**config.mk**
```make
export PLATFORM = sky130hd
export DESIGN_NAME = orb_wr_arbiter
export DESIGN_NICKNAME = d
export VERILOG_FILES = /design/src/rtl/orb_pkg.sv /design/src/rtl/orb_wr_arbiter_rr_pick.sv /design/src/rtl/orb_wr_arbiter.sv
export SDC_FILE = /design/constraint.sdc
export NUM_CORES = 1
export LEC_CHECK = 0
export ABC_AREA = 0
export CORE_MARGIN = 1
export CORE_UTILIZATION = 26
export CTS_CLUSTER_SIZE = 8
export DETAILED_ROUTE_END_ITERATION = 7
export PLACE_DENSITY_LB_ADDON = 0.12
export SLEW_MARGIN = 0
export SYNTH_ARGS = -nofsm -noshare
export SYNTH_HDL_FRONTEND = slang
export SYNTH_SLANG_ARGS = --single-unit
```
**constraint.sdc**
```tcl
create_clock -name clk -period 7.1 [get_ports clk]
set_input_delay 2.13 -clock clk [delete_from_list [all_inputs] [get_ports clk]]
set_output_delay 2.13 -clock clk [all_outputs]
set_load 0.02 [all_outputs]
```
**src/rtl/orb_pkg.sv**
```systemverilog
// Shared sizing defaults for the orbital-word write arbiter.
package orb_pkg;

    localparam int DEF_ADDR_W = 11;
    localparam int DEF_DATA_W = 12;
    localparam int DEF_NREQ   = 3;

    // The bank bit sits directly above the requester address in ram_addr.
    localparam int BANK_BIT   = DEF_ADDR_W;

    // Width of a requester index, never less than one bit.
    function automatic int idx_width(input int n);
        return (n > 1) ? $clog2(n) : 1;
    endfunction

endpackage

```
**src/rtl/orb_wr_arbiter_rr_pick.sv**
```systemverilog
// Round-robin picker: one-hot grant of the first pending slot after the pointer.
module rr_pick
    import orb_pkg::*;
#(
    parameter int NREQ  = DEF_NREQ,
    parameter int PTR_W = idx_width(DEF_NREQ)
) (
    input  logic [NREQ-1:0]  pending,
    input  logic [PTR_W-1:0] pointer,
    output logic [NREQ-1:0]  grant
);

    logic [PTR_W-1:0] idx;
    logic             found;

    // Walk the slots starting just after the pointer and take the first pending one.
    always_comb begin
        grant = '0;
        found = 1'b0;
        idx   = '0;
        for (int step = 1; step <= NREQ; step++) begin
            idx = PTR_W'((int'(pointer) + step) % NREQ);
            if (!found && pending[idx]) begin
                grant[idx] = 1'b1;
                found      = 1'b1;
            end
        end
    end

endmodule

```
**src/rtl/orb_wr_arbiter.sv**
```systemverilog
// Multi-requester write arbiter for the shared orbital frame RAM.
module orb_wr_arbiter
    import orb_pkg::*;
#(
    parameter int ADDR_W = DEF_ADDR_W,
    parameter int DATA_W = DEF_DATA_W,
    parameter int NREQ   = DEF_NREQ
) (
    input  logic                     clk,
    input  logic                     rst,
    input  logic [NREQ-1:0]          we_i,
    input  logic [NREQ*ADDR_W-1:0]   addr_i,
    input  logic [NREQ*DATA_W-1:0]   data_i,
    input  logic                     bank_sw,
    input  logic                     ovf_clr,
    output logic                     ram_we,
    output logic [ADDR_W:0]          ram_addr,
    output logic [DATA_W-1:0]        ram_data,
    output logic [NREQ-1:0]          ovf,
    output logic                     busy
);

    localparam int PTR_W = idx_width(NREQ);

    logic                bank_meta;
    logic                bank_sync;
    logic [NREQ-1:0]     we_prev;
    logic [NREQ-1:0]     rise;
    logic [NREQ-1:0]     pending;
    logic [NREQ-1:0]     pending_next;
    logic [NREQ-1:0]     grant;
    logic [NREQ-1:0]     drop;
    logic [NREQ-1:0]     capture;
    logic [NREQ-1:0]     ovf_next;
    logic [NREQ-1:0]     slot_bank;
    logic [ADDR_W-1:0]   slot_addr [NREQ];
    logic [DATA_W-1:0]   slot_data [NREQ];
    logic [PTR_W-1:0]    pointer;
    logic [PTR_W-1:0]    grant_idx;
    logic                any_grant;

    assign rise = we_i & ~we_prev;

    rr_pick #(
        .NREQ  (NREQ),
        .PTR_W (PTR_W)
    ) u_pick (
        .pending (pending),
        .pointer (pointer),
        .grant   (grant)
    );

    // Turn the one-hot grant into an index for the output mux and pointer.
    always_comb begin
        grant_idx = '0;
        any_grant = 1'b0;
        for (int k = 0; k < NREQ; k++) begin
            if (grant[k]) begin
                grant_idx = PTR_W'(k);
                any_grant = 1'b1;
            end
        end
    end

    // A new request lands unless its slot is still occupied and not being drained now.
    always_comb begin
        pending_next = pending & ~grant;
        drop         = '0;
        for (int k = 0; k < NREQ; k++) begin
            if (rise[k]) begin
                if (pending[k] && !grant[k]) begin
                    drop[k] = 1'b1;
                end else begin
                    pending_next[k] = 1'b1;
                end
            end
        end
    end

    assign capture  = rise & ~drop;
    assign ovf_next = (ovf_clr ? '0 : ovf) | drop;

    // Control state: bank synchronizer, strobe history, pending flags and pointer.
    always_ff @(posedge clk or negedge rst) begin
        if (!rst) begin
            bank_meta <= 1'b0;
            bank_sync <= 1'b0;
            we_prev   <= '0;
            pending   <= '0;
            pointer   <= PTR_W'(NREQ - 1);
        end else begin
            bank_meta <= bank_sw;
            bank_sync <= bank_meta;
            we_prev   <= we_i;
            pending   <= pending_next;
            if (any_grant) begin
                pointer <= grant_idx;
            end
        end
    end

    // Slot storage: address, data and bank frozen at capture time.
    always_ff @(posedge clk or negedge rst) begin
        if (!rst) begin
            slot_bank <= '0;
            for (int k = 0; k < NREQ; k++) begin
                slot_addr[k] <= '0;
                slot_data[k] <= '0;
            end
        end else begin
            for (int k = 0; k < NREQ; k++) begin
                if (capture[k]) begin
                    slot_bank[k] <= bank_sync;
                    slot_addr[k] <= addr_i[k*ADDR_W +: ADDR_W];
                    slot_data[k] <= data_i[k*DATA_W +: DATA_W];
                end
            end
        end
    end

    // Registered RAM port, overflow flags and busy indication.
    always_ff @(posedge clk or negedge rst) begin
        if (!rst) begin
            ram_we   <= 1'b0;
            ram_addr <= '0;
            ram_data <= '0;
            ovf      <= '0;
            busy     <= 1'b0;
        end else begin
            ram_we <= any_grant;
            if (any_grant) begin
                ram_addr <= {slot_bank[grant_idx], slot_addr[grant_idx]};
                ram_data <= slot_data[grant_idx];
            end
            ovf  <= ovf_next;
            busy <= |pending_next;
        end
    end

endmodule

```
==> metrics.md <==
| Metric | Value |
|---|---|
| Status | complete, no violations |
| WL/cell | 17.9 um |
| Setup Fix Bufs, Post-CTS | 0 |
| Cells along the critical path | ha_2, nand2b_1, a221oi_1, o211ai_1, buf_4, o211a_1, a211oi_1 |
| Post-route clock period utilization | 0.552 |
| Setup TNS | 0 ns |
| RSZ-0062 raised after global routing | false |
| DP HPWL | 9.27 mm |
| Worst path required time | 7.34 ns |
| Initial antenna violation count | 0 |
| Post-Synthesis Cells | 475 |
| FMAX | 0.255 GHz |
| Design Power | 4.23 mW |
| RR Startpoint | pointer[1] |
| HP Class | reg2reg |
| DR vias/cell | 4.75 |
| Final setup violation count | 0 |
| Num CTS Buffers | 9 |
| Clk_lat worst skew | roughly 0.36 ns |
| Critical Path Fanout Max | 38 |
| Residual DRC count | 0 |
| CP Launch Type | register |
| Avg Cell Area, Syn | ~12 um2 |
| Chip Height | 151 um |
| Overflow after GRT | 0 |
| 1st-pass router iterations | 4 |
| Antenna cell count | 0 |
| Net Count, Synth | 555 |
| Post-Layout Cell Count | between 800 and 900 |
| Netlist Area Pre-Place | ~5800 um2 |
| Slew @ Worst Pin | around 1.3 ns |
| Fill count | 2154 |
| Register area share after synthesis | 0.480 |
| Die X | 151 um |
| Post-CTS resize count | 0 |
| Clk sink count | 111 |
| Largest net degree at the start of global routing | 77 |
| Commonest non-fill, non-tap cells in the layout | dfrtp_1 (110), clkdlybuf4s50_1 (103), mux2_2 (58) |
| CP Data Arrival Time | ~4.2 ns |
| Initial drt markers | 203 |
| Worst Setup SP | pointer[1] |
| Clock transition at the registers of the reported paths | 0.08 ns |
| Top delay family on crit path | compound AO/OA/AOI/OAI gates |
| Hold buffers post-CTS | 0 |
| Hold path startpoint | bank_meta |
| Post-DP Area | 7040 um2 |
| Max_cap viols | 0 |
| H-Tree Depth | 3 |
| Max rail drop VDD | between 0.2 and 0.3 mV |
| GPL Wtd Cong | 0.760 |
| Core Area | between 20000 and 25000 um2 |
| CTS tree | done |
| Yosys warnings | 0 |
| CP Buf/Inv Count | 1 |
| Setup Skew | 0.0101 ns |
| Slew Limit Fails | 0 |
| Final hold vios | 0 |
| Final #Nets | 637 |
| Rel. slew slack | 0.142 |
| Via count of the first global-routing pass | 4019 |
| Starting Density | 0.265 |
| Final WL | 15.1 mm |
| Clock tree buffer depth | 2 |
| Post-synth cell types | 42 |
| GRT Overall Usage | 0.140 |
| Slowest cell on the critical path | o211ai_1 |
| DP Cell Count | 826 |
| Die Area | 22800 um2 |
| Critical path type | reg2reg |
| Fin area | 7390 um2 |
| Fin crit period | between 3 and 4 ns |
| Most common cell after layout, fill and taps aside | dfrtp_1 |
| Leakage | between 3 and 4 nW |
| Cell Pwr Density | 573 nW/um2 |
| Port Buffer Count | about 100 |
| Synth-to-Final Area Change | 27.8% |
| Number of routed nets with antenna violations | 0 |
| # IOs | 105 |
| CP Capture Type | register |
| Worst hold margin | 0.380 ns |
| Rows | between 50 and 60 |
| Yosys reg bits | 111 |
| Crit-path max cell delay | between 1 and 1.5 ns |
| CTS root buffer | clkbuf_16 |
| Share of post-route cells with drive strength above 1 | 0.233 |
| Total number of vias | 3996 |
| First-pass GRT wire length | 23.7 mm |
==> sequential cells by signal (all words and copies together), names as in the netlist <==
| name | flops |
|---|---|
| slot_data | 36 |
| pointer | 2 |
| ram_data | 12 |
| pending | 3 |
| slot_addr | 33 |
| bank_meta | 1 |
| ovf | 3 |
| busy | 1 |
| bank_sync | 1 |
| ram_we | 1 |
| ram_addr | 12 |
| we_prev | 3 |
| slot_bank | 3 |
==> per-stage QoR <==
| stage | util | setup slack, ns |
|---|---|---|
| after floorplan | - | 3.77 |
| after global placement | 0.322 | 2.96 |
| after detailed placement | 0.322 | 2.94 |
| after CTS | 0.339 | 3.13 |
| after global routing | 0.339 | 2.81 |
| final | 0.339 | 3.18 |
==> cells by family after synthesis <==
kind of cell | share of synthesized area
compound gates | 0.110
fa+ha+maj | 0.00865
buf+inv | 0.0409
flops | 0.480
mux | 0.260
simple gates | 0.100
==> routing by layer <==
metal	vias to the layer above	track usage	routed length, um
met5	-	0	0
met4	0	0.0495	193
met3	11	0.0211	507
met2	85	0.221	7220
met1	2030	0.194	7190
li1	1870	-	-
==> worst reg2reg max path, cell delays in order (launching register included) <==
cell and delay [ns]:
dfstp_2 0.57, ha_2 0.91, nand2b_1 0.24, a221oi_1 0.12
o211ai_1 1.03, buf_4 0.58, o211a_1 0.28, a211oi_1 0.07
==> report_power, final <==
part	switching (mW)	leakage (nW)	internal (mW)
clock network	0.248	0.170	0.358
registers	0.244	1.30	0.969
logic	1.18	1.73	1.23
==> Yosys cell counts (all sizes together) <==
| master | instances | area (um2) |
|---|---|---|
| a2111oi | 1 | 15.0 |
| a211oi | 24 | 180 |
| a21bo | 2 | 20.0 |
| a21boi | 1 | 7.51 |
| a21o | 2 | 15.0 |
| a21oi | 3 | 18.8 |
| a221oi | 1 | 8.76 |
| a311o | 1 | 10.0 |
| a311oi | 2 | 35.0 |
| a31o | 1 | 8.76 |
| a31oi | 1 | 6.26 |
| a32oi | 1 | 8.76 |
| and3b | 1 | 8.76 |
| buf | 20 | 135 |
| clkbuf | 18 | 67.6 |
| dfrtp | 110 | 2750 |
| dfstp | 1 | 26.3 |
| ha | 4 | 50.1 |
| inv | 9 | 33.8 |
| mux2 | 98 | 1250 |
| mux2i | 25 | 250 |
| nand2 | 51 | 191 |
| nand2b | 2 | 12.5 |
| nand3 | 3 | 15.0 |
| nand3b | 1 | 7.51 |
| nand4b | 2 | 17.5 |
| nor2 | 26 | 97.6 |
| nor2b | 4 | 25.0 |
| nor3 | 1 | 5.00 |
| nor3b | 25 | 188 |
| nor4 | 1 | 12.5 |
| o211a | 25 | 250 |
| o211ai | 2 | 15.0 |
| o21ai | 3 | 15.0 |
| o21bai | 1 | 7.51 |
| o22ai | 2 | 12.5 |
==> final timing paths <==
check / to / slack, ns / depth (start not counted)
worst max-delay path: ram_addr[1] / 3.18 / 7
worst min-delay path: bank_sync / 0.38 / 0
worst max register to register: ram_addr[1] / 3.18 / 7
worst min register to register: bank_sync / 0.38 / 0
max in group asynchronous: slot_addr[4] / 4.02 / 2
min in group asynchronous: slot_data[13] / 1.88 / 1
==> final cells by class <==
cell class / instances / area (um2) / share of cell area
clock buffers: 10 / 239 / 0.0323
clock inverters: 6 / 115 / 0.0156
flip-flops and latches: 111 / 2780 / 0.376
multi-input cells: 317 / 2800 / 0.379
well taps: 280 / 350 / 0.0474
inverters: 9 / 33.8 / 0.00457
repair buffers: 109 / 1080 / 0.146
Note: power is estimated with default switching activity, not from simulation.
==> patch 1 (same flow settings) <==
Reset style: synchronous (`rst`), changed in 3 clocked blocks.
--- a/src/rtl/orb_wr_arbiter.sv
+++ b/src/rtl/orb_wr_arbiter.sv
@@ -82,5 +82,5 @@
 
     // Control state: bank synchronizer, strobe history, pending flags and pointer.
-    always_ff @(posedge clk or negedge rst) begin
+    always_ff @(posedge clk) begin
         if (!rst) begin
             bank_meta <= 1'b0;
@@ -101,5 +101,5 @@
 
     // Slot storage: address, data and bank frozen at capture time.
-    always_ff @(posedge clk or negedge rst) begin
+    always_ff @(posedge clk) begin
         if (!rst) begin
             slot_bank <= '0;
@@ -120,5 +120,5 @@
 
     // Registered RAM port, overflow flags and busy indication.
-    always_ff @(posedge clk or negedge rst) begin
+    always_ff @(posedge clk) begin
         if (!rst) begin
             ram_we   <= 1'b0;
Behaviour: differs if rst is asserted again (counterexample within 4 cycles, from zero or initial values and one cycle with rst low); with rst held inactive, the same outputs for 4 cycles.
==> patch 1 against the unedited design <==
  * Synthesized area shrank 14%
  * Setup slack lost 430 ps
  * Wire length shrank 11%
  * Sequential cell count is the same
  * First-iteration DRC count shrank 9.9%
  * Hold slack gained 50 ps
  * Cell area shrank 13%
  * Critical path type is now primary input to flop
  * Critical endpoint is now slot_data[0][8]
  * Highest routed layer unchanged
Power is not compared: it rests on default switching activity, and its combinational part moved more than twofold at a synthesized area within 25%.
==> patch 1: results (changes against the unedited design) <==
Post-synth EDFFs=69 (+69); Slew HR=24.2% (+10 points); Synth Flop Type=edfxtp_1; status=finished, final reports clean; vias in the first global route=3808 (-5.3%); Synth Area in Compound Gates=15.6% (+4.6 points); Endpoint, Worst Hold=bank_sync; crit path DAT=4320 ps (+160 ps); CP Max Fanout=23 (-39%); most frequent cells after synthesis=nand2_1 (79), nor2_1 (73), edfxtp_1 (69); largest net degree at the start of global routing=70 (-9.1%); Crit path largest cell delay=950 ps (-80 ps); Fin Hold WS=431 ps (+50.3 ps); worst hold path stage count=1 (+1); Critical Path End=slot_data[0][8]; top cells by area, synth=edfxtp_1 (42%), dfxtp_1 (17%), nand2_1 (6.0%), nor2_1 (5.5%), a221o_1 (5.0%); clk_skew=10.3 ps (+0.187 ps); met1 GRT Util=19.2% (-0.22 points); sequential area share after synthesis=58.6% (+11 points); post-synthesis adder-cell area fraction=1.01% (+0.14 points); Setup crit start=we_i[0]; delay-heaviest family, CP=simple AND/OR/NAND/NOR gates; Detailed Place HPWL=8.94 mm (-3.6%); Nets=639 (+0.31%); worst reg2reg startpoint=pointer[0]; met2 GRT Util=22.1% (+0.044 points); vias per inst=4.73 (-0.30%); crit path max-delay cell type=nand2b_1; ys async rst share=0% (-100 points)
==> patch 1: final cells by class <==
cell class,instances,area (sq um)
Clock inverter,3,22.5
Tap cell,234,293
Fill cell,1893,12300
Clock buffer,13,262
Multi-Input combinational cell,323,1840
Timing Repair Buffer,108,1070
Sequential cell,111,2910
Inverter,6,22.5
==> patch 1: per-stage QoR <==
| stage | setup slack, ps | util, % | total power, mW | std cells |
|---|---|---|---|---|
| floorplan | 3380 | - | 1.28 | 482 |
| global placement | 2360 | 32.8 | 1.50 | 782 |
| detailed placement | 2310 | 32.8 | 1.51 | 782 |
| CTS | 2690 | 34.3 | 2.00 | 798 |
| global route | 2520 | 34.3 | 2.09 | 798 |
| finish | 2750 | 34.3 | 1.98 | 798 |
==> patch 1: kinds of logic (layout without fill, tap and decap cells) <==
| logic type | after synthesis | in the layout |
|---|---|---|
| simple gates | 210 | 210 |
| buf+inv | 48 | 130 |
| mux | 8 | 8 |
| flops | 111 | 111 |
| compound gates | 101 | 101 |
| fa+ha+maj | 4 | 4 |
==> patch 2 (same settings) <==
Without the edit above. The package constant `DEF_NREQ` goes from 3 to 2.
--- a/src/rtl/orb_pkg.sv
+++ b/src/rtl/orb_pkg.sv
@@ -4,5 +4,5 @@
     localparam int DEF_ADDR_W = 11;
     localparam int DEF_DATA_W = 12;
-    localparam int DEF_NREQ   = 3;
+    localparam int DEF_NREQ   = 2;
 
     // The bank bit sits directly above the requester address in ram_addr.
Interface: changed (resized addr_i, data_i, ovf and we_i); port bits go from 105 to 80. No check against the original RTL was run, so the function may have changed too.
==> patch 2 against the unedited design <==
  * Maximum frequency up 5.3%
  * Synthesized area down 37%
  * Sequential cell count down 28
  * Global-route usage down 1.4 points
  * Sequential share of layout area up 5.7 points
  * Setup slack better by 200 ps
  * Hold slack worse by 30 ps
  * Final cell count down 42%
  * Total power down 66%
  * Register-to-register slack better by 580 ps
  * Cell area down 35%
  * Count of clock-buffer cells in the layout up 4
  * Wire length down 45%
  * Critical path type is now primary input to flop
==> patch 2: results (changes against the unedited design) <==
Slew HR=24.6% (+10 points); diode count=0 (unchanged); delay-heaviest family, CP=simple AND/OR/NAND/NOR gates; layout cells sized above 1=26.9% (+3.6 points); Net Sw Frac=26.5% (-13 points); Crit path largest cell delay=660 ps (-370 ps); worst min path class=flop to flop; H-tree levels=3 (unchanged); crit path DAT=3930 ps (-230 ps); clk_lat worst skew=330 ps (-30 ps); Synth Warn #=0 (unchanged); drt wl/cell=16.8 um (-6.2%); R2R Setup Slk=3760 ps (+580 ps); Met1 Wirelength=3.88 mm (-46%); GP Congestion=0.664 (-13%); Fin Hold WS=351 ps (-29.9 ps); first-pass GRT wire length=13.5 mm (-43%); top cells by area, synth=dfrtp_1 (56%), mux2_4 (16%), o221a_2 (5.2%), a211o_1 (4.6%), nor2b_1 (3.3%); most frequent cells after synthesis=dfrtp_1 (82), mux2_4 (40), a211o_1 (19), nor2b_1 (19), o221a_2 (17); largest net degree at the start of global routing=64 (-17%); CTS clk-pin slew, worst paths=60 ps (-20 ps); met3 WL post-DR=370 um (-27%); CP Max Fanout=24 (-37%); Distinct cells, synth=25 (-40%); vias per inst=4.50 (-5.3%); Peak VDD IR=0.118 mV (-58%); starting DRC count in detailed routing=105 (-48%); cts bufs inserted=9 (unchanged); grt ovf=0 (unchanged); DRT Pass-1 Iters=4 (unchanged); top flop regs=slot_data x24, slot_addr x22; # hold bufs at CTS=0 (unchanged); clk_skew=6.11 ps (-3.99 ps); post_cts resized=0 (unchanged); Synth Flop Type=dfrtp_1; initial antenna violation count=0 (unchanged); DR WL met2=3.90 mm (-46%); Clk Tree Root Cell=clkbuf_16; Nets=363 (-43%); Detailed Place HPWL=4.97 mm (-46%); status=finished, final reports clean; GRT Util Overall=12.6% (-1.4 points); sequential area share after synthesis=56.9% (+8.9 points); net count after synthesis=289 (-48%); I/O Buffers=79 (-24%); ys async rst share=100% (unchanged); static leakage=2.12 nW (-34%); vias in the first global route=2441 (-39%); Clock Path Buffers=2 (unchanged); Post-CTS Setup Inserts=0 (unchanged); uppermost layer routed=met4; Place WS=2970 ps (+32.8 ps); crit path max-delay cell type=nand2b_2
-- patch 2: changes by cell type after synthesis, sizes merged, moves of 25 or more --
cell / delta
dfrtp: -28
mux2i: -25
nand2: -45
mux2: -50
nor3b: -25
o211a: -25
nor2: -26
-- patch 2: worst paths after layout --
kind                            startpoint             to  cells past startpoint
worst max-delay path               we_i[0]  slot_data[12]                      4
worst min register to register   bank_meta      bank_sync                      0
max in group asynchronous              rst     pending[1]                      2
min in group asynchronous              rst     we_prev[0]                      1
worst max register to register  pending[1]    ram_data[0]                      3
worst min-delay path             bank_meta      bank_sync                      0
-- patch 2: layout make-up --
type                    instances  area [sq um]
flip-flops and latches         83          2080
inverters                       3          11.3
clock inverters                 2          35.0
clock buffers                  14           254
fillers                      1359          8650
repair buffers                 81           803
well taps                     176           220
multi-input cells             133          1400
-- patch 2: cells by family (layout without fill, tap and decap cells) --
group / count (synthesis) / in the layout / share of synthesized area [%]
DFF: 83 / 83 / 56.9
buffers and inverters: 21 / 100 / 4.87
AOI/OAI and AO/OA: 46 / 46 / 12.4
and+or+nand+nor: 39 / 39 / 6.82
muxes: 48 / 48 / 18.9
-- patch 2: through the flow --
stage          cells  utilization, %  cell area, sq um
6_report         492            35.7              4800
3_5_place_dp     476            33.5              4510
3_3_place_gp     476            33.5              4510
2_1_floorplan    237               -              3650
5_1_grt          492            35.7              4800
4_1_cts          492            35.7              4800
-- patch 2: power by group through the flow --
stage	logic (mW)	registers (mW)	clock network, mW
final	0.364	0.626	0.461
after global placement	0.363	0.635	0
after global routing	0.393	0.639	0.500
after CTS	0.370	0.628	0.478
after floorplan	0.186	0.661	0
after detailed placement	0.368	0.634	0
-- patch 2: routing by layer --
layer,vias to the layer above,track usage (%)
met5,-,0
met4,0,4.86
met3,10,3.30
met2,56,19.8
met1,1121,16.6
li1,1025,-
